[config.mk]
export PLATFORM = sky130hd
export DESIGN_NAME = uart_tx_sched_flat
export DESIGN_NICKNAME = d
export VERILOG_FILES = /design/src/rtl/uart_tx_sched_if.sv /design/src/rtl/uart_tx_sched.sv /design/src/flat_wrapper.sv
export SDC_FILE = /design/constraint.sdc
export NUM_CORES = 1
export LEC_CHECK = 0
export CORE_UTILIZATION = 44
export CTS_CLUSTER_SIZE = 25
export DETAILED_ROUTE_END_ITERATION = 7
export PLACE_DENSITY_LB_ADDON = 0.2
export SYNTH_ARGS = -nofsm -noshare
export SYNTH_HDL_FRONTEND = slang
export SYNTH_SLANG_ARGS = --single-unit
[constraint.sdc]
create_clock -name clk -period 2.2 [get_ports clk]
set_input_delay 0.22 -clock clk [delete_from_list [all_inputs] [get_ports clk]]
set_output_delay 0.22 -clock clk [all_outputs]
set_load 0.005 [all_outputs]
[src/rtl/uart_tx_sched_if.sv]
// Request/transmitter bundle for uart_tx_sched: requester side, transmitter handshake and status.
// master = scheduler, slave = the environment around it.
interface uart_tx_sched_if #(
  parameter int unsigned NREQ = 4
);
  logic [NREQ-1:0]   req;
  logic [8*NREQ-1:0] data_in;
  logic              baud_tick;
  logic              tx_busy;
  logic              tx_start;
  logic [7:0]        tx_data;
  logic [NREQ-1:0]   grant;
  logic [NREQ-1:0]   ack;
  logic              start_err;
  logic              active;

  modport master (
    input  req, data_in, baud_tick, tx_busy,
    output tx_start, tx_data, grant, ack, start_err, active
  );

  modport slave (
    output req, data_in, baud_tick, tx_busy,
    input  tx_start, tx_data, grant, ack, start_err, active
  );
endinterface

[src/rtl/uart_tx_sched.sv]
// Round-robin scheduler sharing one UART byte transmitter between NREQ producers,
// with start-timeout detection and an enforced idle gap (in baud ticks) after each frame.
module uart_tx_sched #(
  parameter int unsigned NREQ      = 4,
  parameter int unsigned GAP_TICKS = 2,
  parameter int unsigned START_TMO = 16
) (
  input logic             clk,
  input logic             rst,
  uart_tx_sched_if.master bus
);

  localparam int unsigned IW = (NREQ > 1) ? $clog2(NREQ) : 1;
  localparam int unsigned GW = (GAP_TICKS > 0) ? $clog2(GAP_TICKS + 1) : 1;
  localparam int unsigned TW = $clog2(START_TMO + 1);

  typedef enum logic [2:0] {IDLE, LOAD, WAITB, SEND, GAP} state_t;

  state_t          state_q;
  logic [IW-1:0]   rr_q;
  logic [IW-1:0]   winner_q;
  logic [7:0]      tx_data_q;
  logic [NREQ-1:0] grant_q;
  logic [NREQ-1:0] ack_q;
  logic            tx_start_q;
  logic            start_err_q;
  logic [TW-1:0]   tmo_q;
  logic [GW-1:0]   gap_q;

  logic            pick_vld;
  logic [IW-1:0]   pick_idx;
  logic [7:0]      pick_data;
  logic [NREQ-1:0] pick_onehot;
  logic [IW-1:0]   rr_d;

  // Modulo-NREQ increment without relying on NREQ being a power of two.
  function automatic logic [IW-1:0] wrap_add(input logic [IW-1:0] base, input int unsigned off);
    logic [IW:0] s;
    s = {1'b0, base} + (IW+1)'(off);
    if (s >= (IW+1)'(NREQ)) s = s - (IW+1)'(NREQ);
    return s[IW-1:0];
  endfunction

  always_comb begin
    logic [IW-1:0] idx;
    pick_vld = 1'b0;
    pick_idx = '0;
    idx      = '0;
    for (int unsigned k = 0; k < NREQ; k++) begin
      idx = wrap_add(rr_q, k);
      if (!pick_vld && bus.req[idx]) begin
        pick_vld = 1'b1;
        pick_idx = idx;
      end
    end
  end

  always_comb begin
    pick_data   = '0;
    pick_onehot = '0;
    for (int unsigned k = 0; k < NREQ; k++) begin
      if (pick_idx == IW'(k)) begin
        pick_data      = bus.data_in[8*k +: 8];
        pick_onehot[k] = 1'b1;
      end
    end
  end

  assign rr_d = wrap_add(winner_q, 1);

  always_ff @(posedge clk or negedge rst) begin
    if (!rst) begin
      state_q     <= IDLE;
      rr_q        <= '0;
      winner_q    <= '0;
      tx_data_q   <= '0;
      grant_q     <= '0;
      ack_q       <= '0;
      tx_start_q  <= 1'b0;
      start_err_q <= 1'b0;
      tmo_q       <= '0;
      gap_q       <= '0;
    end else begin
      tx_start_q <= 1'b0;
      ack_q      <= '0;
      case (state_q)
        IDLE: begin
          if (pick_vld) begin
            winner_q   <= pick_idx;
            tx_data_q  <= pick_data;
            grant_q    <= pick_onehot;
            tx_start_q <= 1'b1;
            state_q    <= LOAD;
          end
        end
        LOAD: begin
          rr_q    <= rr_d;
          tmo_q   <= '0;
          state_q <= WAITB;
        end
        WAITB: begin
          if (bus.tx_busy) begin
            state_q <= SEND;
          end else if (tmo_q == TW'(START_TMO - 1)) begin
            start_err_q <= 1'b1;
            grant_q     <= '0;
            gap_q       <= '0;
            state_q     <= GAP;
          end else begin
            tmo_q <= tmo_q + TW'(1);
          end
        end
        SEND: begin
          // grant is still one-hot on the winner here, so it doubles as the ack vector.
          if (!bus.tx_busy) begin
            ack_q   <= grant_q;
            grant_q <= '0;
            gap_q   <= '0;
            state_q <= GAP;
          end
        end
        GAP: begin
          if (GAP_TICKS == 0) begin
            state_q <= IDLE;
          end else if (bus.baud_tick) begin
            if (gap_q == GW'(GAP_TICKS - 1)) begin
              gap_q   <= '0;
              state_q <= IDLE;
            end else begin
              gap_q <= gap_q + GW'(1);
            end
          end
        end
        default: state_q <= IDLE;
      endcase
    end
  end

  assign bus.tx_start  = tx_start_q;
  assign bus.tx_data   = tx_data_q;
  assign bus.grant     = grant_q;
  assign bus.ack       = ack_q;
  assign bus.start_err = start_err_q;
  assign bus.active    = (state_q != IDLE);

endmodule
[src/flat_wrapper.sv]
// flat-port wrapper written by rule: the top's interface ports become plain ports
module uart_tx_sched_flat 
#(
  parameter int unsigned NREQ      = 4,
  parameter int unsigned GAP_TICKS = 2,
  parameter int unsigned START_TMO = 16
)
  (clk, rst, bus_req, bus_data_in, bus_baud_tick, bus_tx_busy, bus_tx_start, bus_tx_data, bus_grant, bus_ack, bus_start_err, bus_active);
  uart_tx_sched_if #(.NREQ(NREQ)) bus_i ();
  input logic clk;
  input logic rst;
  input wire logic [$bits(bus_i.req)-1:0] bus_req;
  input wire logic [$bits(bus_i.data_in)-1:0] bus_data_in;
  input wire logic [$bits(bus_i.baud_tick)-1:0] bus_baud_tick;
  input wire logic [$bits(bus_i.tx_busy)-1:0] bus_tx_busy;
  output wire logic [$bits(bus_i.tx_start)-1:0] bus_tx_start;
  output wire logic [$bits(bus_i.tx_data)-1:0] bus_tx_data;
  output wire logic [$bits(bus_i.grant)-1:0] bus_grant;
  output wire logic [$bits(bus_i.ack)-1:0] bus_ack;
  output wire logic [$bits(bus_i.start_err)-1:0] bus_start_err;
  output wire logic [$bits(bus_i.active)-1:0] bus_active;
  assign bus_i.req = bus_req;
  assign bus_i.data_in = bus_data_in;
  assign bus_i.baud_tick = bus_baud_tick;
  assign bus_i.tx_busy = bus_tx_busy;
  assign bus_tx_start = bus_i.tx_start;
  assign bus_tx_data = bus_i.tx_data;
  assign bus_grant = bus_i.grant;
  assign bus_ack = bus_i.ack;
  assign bus_start_err = bus_i.start_err;
  assign bus_active = bus_i.active;
  uart_tx_sched #(.NREQ(NREQ), .GAP_TICKS(GAP_TICKS), .START_TMO(START_TMO)) u_core (.clk(clk), .rst(rst), .bus(bus_i));
endmodule
### Yosys cells after proc, flatten, opt, wreduce, memory -nomap -nowiden

Cells that the tools add are included.

| operators by class | value |
|---|---|
| reductions and logical operators | 18 |
| multiplexer cells | 54 |
| eq/ne operators | 17 |
| bitwise operators | 1 |
| $lt $le $gt $ge | 9 |
| add/sub/neg operators | 11 |

Operators with widths:

| kind | number |
|---|---|
| 8-bit 2-to-1 mux | 4 |
| 2-bit 2-to-1 mux | 14 |
| 4-bit 2-to-1 mux | 6 |
| 3-bit 2-to-1 mux | 6 |
| 3-bit one-hot mux with 5 select lines | 1 |
| 5-bit AND reduction | 3 |
| 1-bit 2-to-1 mux | 14 |
| 3-bit >= comparator, second input constant | 4 |
| 2-bit by 3-bit < comparator with 1-bit output, second input constant | 4 |
| 4-bit one-hot mux with 3 select lines | 1 |
| 5-bit 2-to-1 mux | 2 |
| 5-bit one-hot mux with 2 select lines | 1 |
| 2-bit by 1-bit subtractor with 2-bit output, second input constant | 5 |
| 3-bit nonzero test | 3 |
| 1-bit binary-select mux with 2-bit select | 4 |
| 2-bit inequality test, second input constant | 4 |
| 2-bit by 1-bit adder with 3-bit output, second input constant | 2 |
| 2-bit by 2-bit adder with 3-bit output, second input constant | 2 |
| 3-bit by 2-bit equality test with 1-bit output, second input constant | 2 |
| 2-bit by 1-bit inequality test with 1-bit output, second input constant | 3 |
| 2-bit one-hot mux with 3 select lines | 1 |
| 3-bit AND reduction | 2 |
| 5-bit by 1-bit adder with 5-bit output, second input constant | 1 |
| 5-bit by 4-bit equality test with 1-bit output, second input constant | 1 |
| other kinds (14) | 20 |

| storage, ports and cells | value |
|---|---|
| logic and storage cells | 120 |
| register bits | 32 |
| bits of input ports | 40 |
| output and inout bits | 19 |

### Longest topological paths before layout

Gate-level depths: netlist of the first run.

| logic depth | value |
|---|---|
| depth after elaboration | 19 |
| mapped depth | 8 |
| gate-level depth less buffers | 8 |

### Worst setup path after synthesis of the first run

No wires, ideal clock.

| timing path | value |
|---|---|
| path type | flip-flop to flip-flop |
| start point | register u_core.tmo_q[0] |
| end point | register u_core.tmo_q[3] |
| setup time | 126 ps |
| required time | 2,074 ps |
| period minus slack after synthesis | 1,835 ps |
| arrival time | 1,708 ps |
| cell stages (with the launch flop) | 8 |
| slack | 365 ps |
| path through | dfrtp_1 -> ha_1 -> and3_1 -> ha_1 -> nor4_1 -> nand4_1 -> xor2_1 -> nor2_1 |

| between the ends | value |
|---|---|
| cells in the longest elaborated chain, start to end | 4 |
| elaborated cells between the ends (all ways) | 7 |

Ends and longest elaborated chain:

| element | RTL line | text |
|---|---|---|
| start, declared | uart_tx_sched.sv:27 | `logic [TW-1:0] tmo_q;` |
| start signal, assigned | uart_tx_sched.sv:110 | `tmo_q <= tmo_q + TW'(1);` |
| 5-bit by 1-bit adder with 5-bit output | uart_tx_sched.sv:110 |  |
| 5-bit 2-to-1 mux | uart_tx_sched.sv:104 | `end else if (tmo_q == TW'(START_TMO - 1)) begin` |
| 5-bit 2-to-1 mux | uart_tx_sched.sv:102 | `if (bus.tx_busy) begin` |
| 5-bit one-hot mux with 2 select lines | uart_tx_sched.sv:86 | `case (state_q)` |

Parallel ways exist; a longest one is shown, timed or not. The select of a mux whose other input is x is not followed.
A chain may end at the register's enable or synchronous reset.

### Worst setup path in the final report of the first run

| timing path | value |
|---|---|
| start point | register u_core.rr_q[1] |
| end point | register u_core.tx_data_q[7], in the netlist u_core.bus.tx_data[7] |

| between the ends | value |
|---|---|
| cells in the longest elaborated chain, start to end | 19 |
| elaborated cells between the ends (all ways) | 46 |

Ends and longest elaborated chain:

| element | RTL line | text |
|---|---|---|
| start, declared | uart_tx_sched.sv:20 | `logic [IW-1:0] rr_q;` |
| start signal, assigned | uart_tx_sched.sv:97 | `rr_q <= rr_d;` |
| branches (longest 19 deep; another with 2-bit by 1-bit adder with 3-bit output) | n/a |  |
| end signal, assigned | uart_tx_sched.sv:90 | `tx_data_q <= pick_data;` |
| end, declared | uart_tx_sched.sv:22 | `logic [7:0] tx_data_q;` |

Several ways; the timed one is not identified. The select of a mux whose other input is x is not followed.

==> results by group, run 1 <==
Power and ir drop
  • Total power: between 0.002 and 0.003 W
  • Pwr/cell area: 1115 nW/um^2
  • Leakage: around 1 nW
  • Clock share of power: 17.2%
  • Sequential power share: 36.3%
  • Maximum VDD drop: 699.7 uV
  • Internal power: 0.001686 W
  • Combinational Power Share: 46.5%
  • Psw: 0.001002 W
  • Switching Fraction: 37.27%

Timing
  • Relative slew margins: 66.29%
  • Period minus WS final: roughly 2000 ps
  • Max Clock Freq: 493.2 MHz
  • Final cycle utilization of the critical path: about 92%
  • Final setup vio count: 0
  • Layout Skew: about 5.4 ps
  • Slew @ Worst Pin: 501.0 ps
  • Count of final hold-check violations: 0
  • Max-slew violations: 0
  • Worst hold margin: 321.0 ps

Final layout
  • Antenna diodes: 0
  • Layout cells sized above 1: 12.18%
  • Synth-to-layout area growth: 46.76%
  • Layout Nets: 279
  • Final std cells w/o fill: between 200 and 300
  • Most common cell after layout, fill and taps aside: clkdlybuf4s50_1
  • Most frequent cells in the layout: 58 x clkdlybuf4s50_1, 32 x dfrtp_1, 30 x nand2_1

Critical path
  • Internal reg-to-reg setup slack: 170 ps
  • Worst-case reg-to-reg path depth: 5
  • Critical path arrival: 2160 ps
  • Req. time, crit path: 2340 ps
  • FF-to-FF End: u_core.bus.tx_data[7]
  • Crit end category: flop
  • Kind of critical path: flop to flop
  • Worst reg2reg path startpoint: u_core.rr_q[1]
  • Crit path launch type: flop
  • CP Max Fanout: 13

Yosys
  • Synth top area share: 48.74%
  • Gate Count Post-Synth: 170
  • Yosys cell types: 41
  • Flops & latches, synth: 32
  • Syn_area_per_cell: 9.664 sq um
  • Top FF cell, synth: dfrtp_1
  • Async set-reset flop share out of synthesis: between 90% and 100%
  • Top cell type by total area after synthesis: dfrtp_1
  • Number of enable flip-flop cells after synthesis: 0
  • Synthesized cell area: between 1500 and 2000 sq um
  • Syn nets: 212
  • Post-synthesis sequential area ratio: about 50%
  • Synth warn: 0
  • Largest cells by area after synthesis: dfrtp_1 49%, nand2_1 6.9%, a311oi_1 4.3%

GRT
  • First-pass GRT wire length: 7472 microns
  • Vias in the first global route: 1,656
  • Top Usage Layer GRT: met2
  • Pin count of the biggest net entering global routing: 33
  • Initial antenna violation count: 0
  • Met2 usage: between 40% and 50%
  • GRT met3 Usage: 6.159%
  • All-Layer GR Usage: 24.20%
  • Grt met1 use: 28.90%
  • Grt ovf: 0

CTS
  • Worst-Skew Late Latency: 290 ps
  • Cts bufs inserted: 5
  • Post-CTS setup buffers: 0
  • CTS tree: built
  • CTS resizes: 0
  • CTS root buf: clkbuf_8
  • Total clock sinks: 32
  • Hold_buf cts: 0
  • CTS clk-pin slew, worst paths: 70 ps
  • H-tree levels: 2
  • Max clock buf depth: 2

Floorplanning
  • Die ar.: about 4000 sq um
  • Row count: 21
  • IO Count: 59
  • Placeable Area: about 3500 sq um
  • Chip Width: 63.11 microns
  • Die height: between 60 and 70 microns
  • Initial Utilization: ~47%

Placement
  • Dpl cells: 276
  • RePlAce Congestion: between 0.7 and 0.8
  • Placed wire-length estimate: 3261 microns
  • IO buf count: 58

Detailed routing
  • Post-DRT Antenna Nets: 0
  • Detailed-route via count: 1,556
  • Drt wl/cell: 15.29 microns
  • TritonRoute pass-1 iters: 4
  • DRC Markers: 0
  • DRT Wirelength: 4342 microns
  • DRT iter0 DRCs: 86
  • DR vias/cell: 5.479

Run status
  • Outcome: finished clean

Run
  • Max-cap violation count: 0

Min path
  • Hold crit path type: primary input to asynchronous set/reset pin
per-stage QoR:
step	TNS, ps	utilization, %	setup slack, ps	cell area, sq um
after floorplan	0	-	365.5	1643
after global placement	0	66.63	36.55	2311
after detailed placement	-397.5	66.63	-138.3	2311
after CTS	0	69.30	95.46	2404
after global routing	-0.5167	69.52	-0.5167	2411
final	0	69.52	172.6	2411
worst max-delay path by stage:
stage                     slack [ps]               endpoint       startpoint
after floorplan                  370        u_core.tmo_q[3]  u_core.tmo_q[0]
after global placement            40  u_core.bus.tx_data[4]       bus_req[3]
after detailed placement        -140  u_core.bus.tx_data[1]       bus_req[3]
after CTS                        100  u_core.bus.tx_data[1]   u_core.rr_q[1]
after global routing            -0.5  u_core.bus.tx_data[7]   u_core.rr_q[1]
final                            170  u_core.bus.tx_data[7]   u_core.rr_q[1]
power by group through the flow:
stage                     Clock (W)  Combinational (W)  Sequential (W)
after floorplan                   0           0.000695        0.000941
after global routing       0.000500            0.00139         0.00100
after global placement            0            0.00119        0.000966
final                      0.000462            0.00125        0.000976
after CTS                  0.000469            0.00124        0.000975
after detailed placement          0            0.00124        0.000983
Yosys cell counts (2+ instances only):
cell and number:
and3_1 5, xor2_1 2, nor4b_1 8, nand2_1 30, buf_2 3, xnor2_1 2, a2111oi_0 7, o31ai_1 2
nor4_1 2, clkbuf_1 4, ha_1 2, dfrtp_1 32, nor3_1 3, a21oi_1 3, o21ai_0 9, inv_1 5
nand2b_1 2, nand3_1 2, a311oi_1 8, or3_1 3, buf_6 2, nor2_1 15
metal layers:
| metal | up-vias | share of wire, % |
|---|---|---|
| met5 | - | 0 |
| met4 | 0 | 1.2 |
| met3 | 6 | 5.4 |
| met2 | 50 | 50 |
| met1 | 744 | 43 |
| li1 | 756 | - |
layout make-up:
cell class | count | area [sq um]
clock buffers | 6 | 82.58
multi-input cells | 123 | 770.7
fillers | 264 | 1057
flip-flops and latches | 32 | 800.8
repair buffers | 70 | 670.6
well taps | 46 | 57.56
inverters | 5 | 18.77
clock inverters | 2 | 10.01
state kept, by name, summed over array words and instances, names as in the netlist:
| register | count |
|---|---|
| u_core.tmo_q | 5 |
| u_core.gap_q | 2 |
| u_core.winner_q | 2 |
| u_core.bus.tx_start | 1 |
| u_core.bus.start_err | 1 |
| u_core.rr_q | 2 |
| u_core.state_q | 3 |
| u_core.bus.tx_data | 8 |
| u_core.bus.ack | 4 |
| u_core.bus.grant | 4 |
kinds of logic (layout without fill, tap and decap cells):
family	count (synthesis)	count (layout)	synth area share, %
simple gates	77	77	23.84
compound gates	39	39	18.35
flops	32	32	48.74
buf+inv	15	83	4.798
xor+xnor	4	4	2.133
fa+ha+maj	2	2	1.523
mux	1	1	0.6093
worst max-delay path, cell delays in order, from the launching register on:
cell and delay [ps]:
dfrtp_1 440, mux2i_1 240, nor2_2 60, or3_1 560
a2111oi_0 490, a311oi_1 90
Power figures use the tool's default switching activity.
==> run 2, diff against run 1 <==
- CORE_MARGIN: default -> 5
- CTS_CLUSTER_SIZE: 25 -> 16
- REMOVE_ABC_BUFFERS: default -> 1
==> run 2 against run 1 <==
Largest cell class unchanged. Register-to-register slack improved by 70 ps. Largest power group unchanged. Power increased by 0.79%. Sequential share of layout area is 0.44 points lower. Maximum frequency grew 3.4%. Core utilization down 2.3 points. Design area increased by 1.3%. Worst hold slack gained 18 ps. Die area up 27%. Clock-buffer cell count is 2 higher. Clock skew up 1.0 ps. Setup slack improved by 67 ps. Highest routed layer unchanged.
==> results by group, run 2 (synthesized netlist as in run 1, its figures left out) <==
Run status
  • Outcome: finished clean (unchanged)

Critical path
  • Req. time, crit path: 2330 ps (was 2340 ps)
  • Critical-path top delay cell: a2111oi_0 (was or3_1)
  • Crit path launch type: flop (unchanged)
  • Cell Chain, Critical Path: mux2i_1 -> nor2_2 -> or3_4 -> a2111oi_0 -> a311oi_1 (was mux2i_1 -> nor2_2 -> or3_1 -> a2111oi_0 -> a311oi_1)
  • Worst reg2reg path startpoint: u_core.rr_q[1] (unchanged)
  • Internal reg-to-reg setup slack: 240 ps (was 170 ps)
  • Critical path arrival: 2090 ps (was 2160 ps)
  • Kind of critical path: flop to flop (unchanged)
  • FF-to-FF End: u_core.bus.tx_data[3] (was u_core.bus.tx_data[7])
  • Worst-case reg-to-reg path depth: 5 (unchanged)
  • CP peak stage delay: 480 ps (was 560 ps)
  • CP Max Fanout: 14 (was 13)
  • Crit end category: flop (unchanged)

Timing
  • Max Clock Freq: 510.2 MHz (was 493.2 MHz)
  • Relative slew margins: 70.97% (was 66.29%)
  • Count of final hold-check violations: 0 (unchanged)
  • Final cycle utilization of the critical path: 89.10% (was 92.15%)
  • Setup TNS: 0 ps (unchanged)
  • Layout Skew: 6.475 ps (was 5.434 ps)
  • Final setup vio count: 0 (unchanged)
  • Slew @ Worst Pin: 424.5 ps (was 501.0 ps)
  • RSZ-0062 raised after global routing: false
  • Period minus WS final: 1960 ps (was 2027 ps)
  • Max-slew violations: 0 (unchanged)

CTS
  • H-tree levels: 2 (unchanged)
  • Hold_buf cts: 0 (unchanged)
  • CTS clk-pin slew, worst paths: 60 ps (was 70 ps)
  • CTS resizes: 0 (unchanged)
  • Total clock sinks: 32 (unchanged)
  • CTS root buf: clkbuf_8 (unchanged)
  • Max clock buf depth: 2 (unchanged)
  • Post-CTS setup buffers: 0 (unchanged)
  • Cts bufs inserted: 5 (unchanged)
  • Worst-Skew Late Latency: 290 ps (about the same)
  • CTS tree: built (unchanged)

Power and ir drop
  • Maximum VDD drop: 555.5 uV (was 699.7 uV)
  • Leakage: 1.034 nW (was 1.020 nW)
  • Pwr/cell area: 1109 nW/um^2 (was 1115 nW/um^2)

Floorplanning
  • Initial Utilization: 45.21% (was 47.37%)
  • Chip Width: 71.11 microns (was 63.11 microns)
  • Row count: 22 (was 21)
  • IO Count: 59 (unchanged)
  • Die height: 71.11 microns (was 63.11 microns)
  • Die ar.: 5056 sq um (was 3982 sq um)
  • Placeable Area: 3633 sq um (was 3468 sq um)

Detailed routing
  • Post-DRT Antenna Nets: 0 (unchanged)
  • Drt wl/cell: 14.94 microns (was 15.29 microns)
  • DR vias/cell: 5.466 (was 5.479)
  • DRC Markers: 0 (unchanged)
  • DRT iter0 DRCs: 114 (was 86)
  • DRT Wirelength: 4333 microns (was 4342 microns)
  • Detailed-route via count: 1,585 (was 1,556)
  • TritonRoute pass-1 iters: 4 (unchanged)

Final layout
  • Most common cell after layout, fill and taps aside: clkdlybuf4s50_1 (unchanged)
  • Most frequent cells in the layout: 58 x clkdlybuf4s50_1, 32 x dfrtp_1, 30 x nand2_1 (unchanged)
  • Antenna diodes: 0 (unchanged)
  • Synth-to-layout area growth: 48.74% (was 46.76%)
  • Layout Nets: 283 (was 279)
  • Final std cells w/o fill: 290 (was 284)
  • Fin area: 2444 sq um (was 2411 sq um)
  • Core Util, Final: 67.25% (was 69.52%)
  • Max reg flops: 8 (unchanged)
  • Layout cells sized above 1: 12.81% (was 12.18%)

Placement
  • Dpl cells: 282 (was 276)
  • IO buf count: 58 (unchanged)
  • Placed wire-length estimate: 3346 microns (was 3261 microns)
  • RePlAce Congestion: 0.8116 (was 0.7833)
  • Post-DP Area: 2344 sq um (was 2311 sq um)

GRT
  • Grt ovf: 0 (unchanged)
  • Initial antenna violation count: 0 (unchanged)
  • First-pass GRT wire length: 7155 microns (was 7472 microns)
  • Pin count of the biggest net entering global routing: 33 (unchanged)
  • All-Layer GR Usage: 17.87% (was 24.20%)
  • Vias in the first global route: 1,567 (was 1,656)

Run
  • Max-cap violation count: 0 (unchanged)

Min path
  • Hold crit path type: primary input to asynchronous set/reset pin (unchanged)
-- run 2: changes by cell type in the layout (fill, tap and decap cells not counted) --
cell and delta:
a2111oi_0 -2, a2111oi_1 +3, a2111oi_2 -1, buf_4 +4
clkbuf_1 +2, clkinv_2 -2, or3_1 -1, or3_4 +1
-- run 2: layer usage --
layer	share of wire, %	vias up	routed length [microns]	global-route usage [%]
li1	-	764	-	-
met1	42	765	1820	22.58
met2	50	48	2177	28.32
met3	5.9	8	254	4.972
met4	1.9	0	82	8.351
met5	0	-	0	0
-- run 2: worst max-delay path by stage --
stage | from | endpoint | slack (ps)
global placement | bus_req[3] | u_core.bus.tx_data[7] | 40
detailed placement | bus_req[2] | u_core.bus.tx_data[2] | -130
global route | u_core.rr_q[1] | u_core.bus.tx_data[5] | 150
CTS | u_core.rr_q[1] | u_core.bus.tx_data[2] | 50
floorplan | u_core.state_q[2] | u_core.bus.tx_data[0] | 190
finish | u_core.rr_q[1] | u_core.bus.tx_data[3] | 240
-- run 2: metrics by stage --
step / power [W] / setup slack (ps) / hold slack [ps]
final: 0.002709 / 239.9 / 338.8
after global routing: 0.002909 / 150.5 / 376.3
after CTS: 0.002710 / 50.12 / 347.1
after detailed placement: 0.002239 / -134.5 / 481.3
after global placement: 0.002189 / 36.42 / 454.4
after floorplan: 0.001571 / 186.0 / -75.59
-- run 2: worst max-delay path: cells and delay by family (launching register included) --
kind / cells / cell delay (ps)
AO/OA/AOI/OAI: 2 / 570
flip-flops: 1 / 440
multiplexers: 1 / 280
AND/OR/NAND/NOR: 2 / 520
-- run 2: power breakdown --
part	switching, W	total, W	internal (W)
clock network	0.000207	0.000462	0.000255
registers	0.000171	0.000970	0.000799
logic	0.000608	0.00128	0.000669
-- run 2: layout make-up --
class | instances | area, sq um
fillers | 306 | 1190
well taps | 48 | 60.06
clock buffers | 8 | 90.09
inverters | 5 | 18.77
multi-input cells | 123 | 773.2
repair buffers | 74 | 700.7
flip-flops and latches | 32 | 800.8
==> run 3, diff against run 2 <==
- REMOVE_ABC_BUFFERS: 1 -> default
==> run 3 against run 2 <==
Design area grew 0.41%. Clock power grew 20%. Flip-flop and latch count is the same. Die area did not move. Via count grew 1.8%. Critical path depth did not move. Largest power group unchanged. Sequential power hardly changed. First-iteration DRC count decreased by 4.4%. Combinational power barely moved. Final cell count is the same. Global-route usage increased by 1.8 points. Critical endpoint is now u_core.bus.tx_data[0].
==> results by group, run 3 (synthesized netlist as in run 1, its figures left out) <==
Power and ir drop
  • Pwr/cell area: 1146 nW/um^2 (was 1109 nW/um^2)
  • Leakage: 1.043 nW (was 1.034 nW)
  • Maximum VDD drop: 616.7 uV (was 555.5 uV)
  • Total power: 0.002812 W (was 0.002709 W)

Detailed routing
  • Post-DRT Antenna Nets: 0 (unchanged)
  • DR vias/cell: 5.566 (was 5.466)
  • DRT Wirelength: 4696 microns (was 4333 microns)
  • Detailed-route via count: 1,614 (was 1,585)
  • DRC Markers: 0 (unchanged)
  • Drt wl/cell: 16.19 microns (was 14.94 microns)
  • TritonRoute pass-1 iters: 4 (unchanged)
  • DRT iter0 DRCs: 109 (was 114)

CTS
  • H-tree levels: 2 (unchanged)
  • CTS clk-pin slew, worst paths: 70 ps (was 60 ps)
  • Total clock sinks: 32 (unchanged)
  • Post-CTS setup buffers: 0 (unchanged)
  • Worst-Skew Late Latency: 280 ps (was 290 ps)
  • CTS tree: built (unchanged)
  • Cts bufs inserted: 5 (unchanged)
  • CTS root buf: clkbuf_8 (unchanged)
  • Max clock buf depth: 2 (unchanged)

Critical path
  • Kind of critical path: flop to flop (unchanged)
  • CP peak stage delay: 550 ps (was 480 ps)
  • Critical path's top delay family: compound AO/OA/AOI/OAI gates (unchanged)
  • Worst reg2reg path startpoint: u_core.state_q[0] (was u_core.rr_q[1])
  • Critical-path top delay cell: a2111oi_0 (unchanged)
  • Crit end category: flop (unchanged)
  • Buffers plus inverters on the worst setup path: 1 (was 0)
  • FF-to-FF End: u_core.bus.tx_data[0] (was u_core.bus.tx_data[3])
  • Crit path launch type: flop (unchanged)
  • Worst-case reg-to-reg path depth: 5 (unchanged)
  • Internal reg-to-reg setup slack: 150 ps (was 240 ps)
  • CP Max Fanout: 13 (was 14)
  • Req. time, crit path: 2340 ps (was 2330 ps)
  • Critical path arrival: 2190 ps (was 2090 ps)
  • Cell Chain, Critical Path: or3_1 -> or2_1 -> buf_4 -> a2111oi_0 -> a311oi_1 (was mux2i_1 -> nor2_2 -> or3_4 -> a2111oi_0 -> a311oi_1)

Timing
  • Final cycle utilization of the critical path: 93.27% (was 89.10%)
  • RSZ-0062 raised after global routing: false (unchanged)
  • Slew @ Worst Pin: 597.4 ps (was 424.5 ps)
  • Layout Skew: 5.507 ps (was 6.475 ps)
  • Relative slew margins: 59.14% (was 70.97%)
  • Count of final hold-check violations: 0 (unchanged)
  • Max Clock Freq: 487.3 MHz (was 510.2 MHz)
  • Period minus WS final: 2052 ps (was 1960 ps)
  • Max-slew violations: 0 (unchanged)
  • Final setup vio count: 0 (unchanged)

Floorplanning
  • Row count: 22 (unchanged)
  • Initial Utilization: 45.21% (unchanged)
  • IO Count: 59 (unchanged)
  • Die height: 71.11 microns (unchanged)
  • Chip Width: 71.11 microns (unchanged)
  • Placeable Area: 3633 sq um (unchanged)
  • Die ar.: 5056 sq um (unchanged)

GRT
  • Pin count of the biggest net entering global routing: 33 (unchanged)
  • All-Layer GR Usage: 19.70% (was 17.87%)
  • First-pass GRT wire length: 7810 microns (was 7155 microns)
  • Vias in the first global route: 1,664 (was 1,567)
  • Initial antenna violation count: 0 (unchanged)
  • Grt ovf: 0 (unchanged)

Final layout
  • Layout cells sized above 1: 12.81% (unchanged)
  • Max reg flops: 8 (unchanged)
  • Layout Nets: 283 (unchanged)
  • Antenna diodes: 0 (unchanged)
  • Synth-to-layout area growth: 49.35% (was 48.74%)
  • Most frequent cells in the layout: 58 x clkdlybuf4s50_1, 32 x dfrtp_1, 30 x nand2_1 (unchanged)
  • Most common cell after layout, fill and taps aside: clkdlybuf4s50_1 (unchanged)
  • Core Util, Final: 67.53% (was 67.25%)

Placement
  • IO buf count: 58 (unchanged)
  • Placed wire-length estimate: 3534 microns (was 3346 microns)
  • RePlAce Congestion: 0.7955 (was 0.8116)

Run status
  • Outcome: finished clean (unchanged)

Run
  • Max-cap violation count: 0 (unchanged)

Min path
  • Hold crit path type: primary input to asynchronous set/reset pin (unchanged)
==> run 3: cell types whose count changed in the layout (fill, tap and decap cells not counted) <==
cell / delta
a2111oi_0: +2
a2111oi_1: -2
bufinv_16: +1
clkbuf_1: -1
clkbuf_8: -1
clkinv_2: +1
or3_1: +1
or3_4: -1
==> run 3: how the worst max path moves through the flow <==
stage               slack, ps                    end              start  depth (start not counted)
finish                    150  u_core.bus.tx_data[0]  u_core.state_q[0]                          5
global route              0.2  u_core.bus.tx_data[7]     u_core.rr_q[1]                          6
CTS                       120  u_core.bus.tx_data[0]  u_core.state_q[0]                          5
detailed placement        -90  u_core.bus.tx_data[2]         bus_req[3]                          7
global placement           30  u_core.bus.tx_data[0]         bus_req[3]                          8
floorplan                 370        u_core.tmo_q[3]    u_core.tmo_q[0]                          7
==> run 3: layer usage <==
metal | share of wire (%) | vias up | track usage (%)
met1 | 45 | 794 | 25.94
li1 | - | 760 | -
met5 | 0 | - | 0
met2 | 49 | 54 | 30.69
met3 | 5.2 | 6 | 5.966
met4 | 1.4 | 0 | 7.098
==> run 3: repair_timing <==
action,in CTS,in global routing
hold buffers,0,0
setup endpoints to repair,0,2
resized for setup,0,2
==> run 3: report_power, final <==
group	internal [W]	switching (W)
clock	0.000336	0.000220
sequential	0.000798	0.000170
combinational	0.000661	0.000626
==> run 3: cell type report <==
type                    count  area, sq um
repair buffers             74        700.7
inverters                   5        18.77
multi-input cells         123        765.7
clock inverters             2        35.03
flip-flops and latches     32        800.8
clock buffers               6        72.57
well taps                  48        60.06
fillers                   324         1180
==> run 3: stage by stage <==
step                      worst slack, ps  cells  setup TNS, ps  hold slack [ps]  cell area, sq um
final                               148.0    290              0            333.1              2454
after global placement              31.99    282              0            471.7              2344
after floorplan                     365.5    170              0           -75.59              1643
after detailed placement           -89.25    282         -264.1            480.4              2344
after CTS                           124.8    290              0            353.1              2451
after global routing               0.2218    290              0            379.5              2454
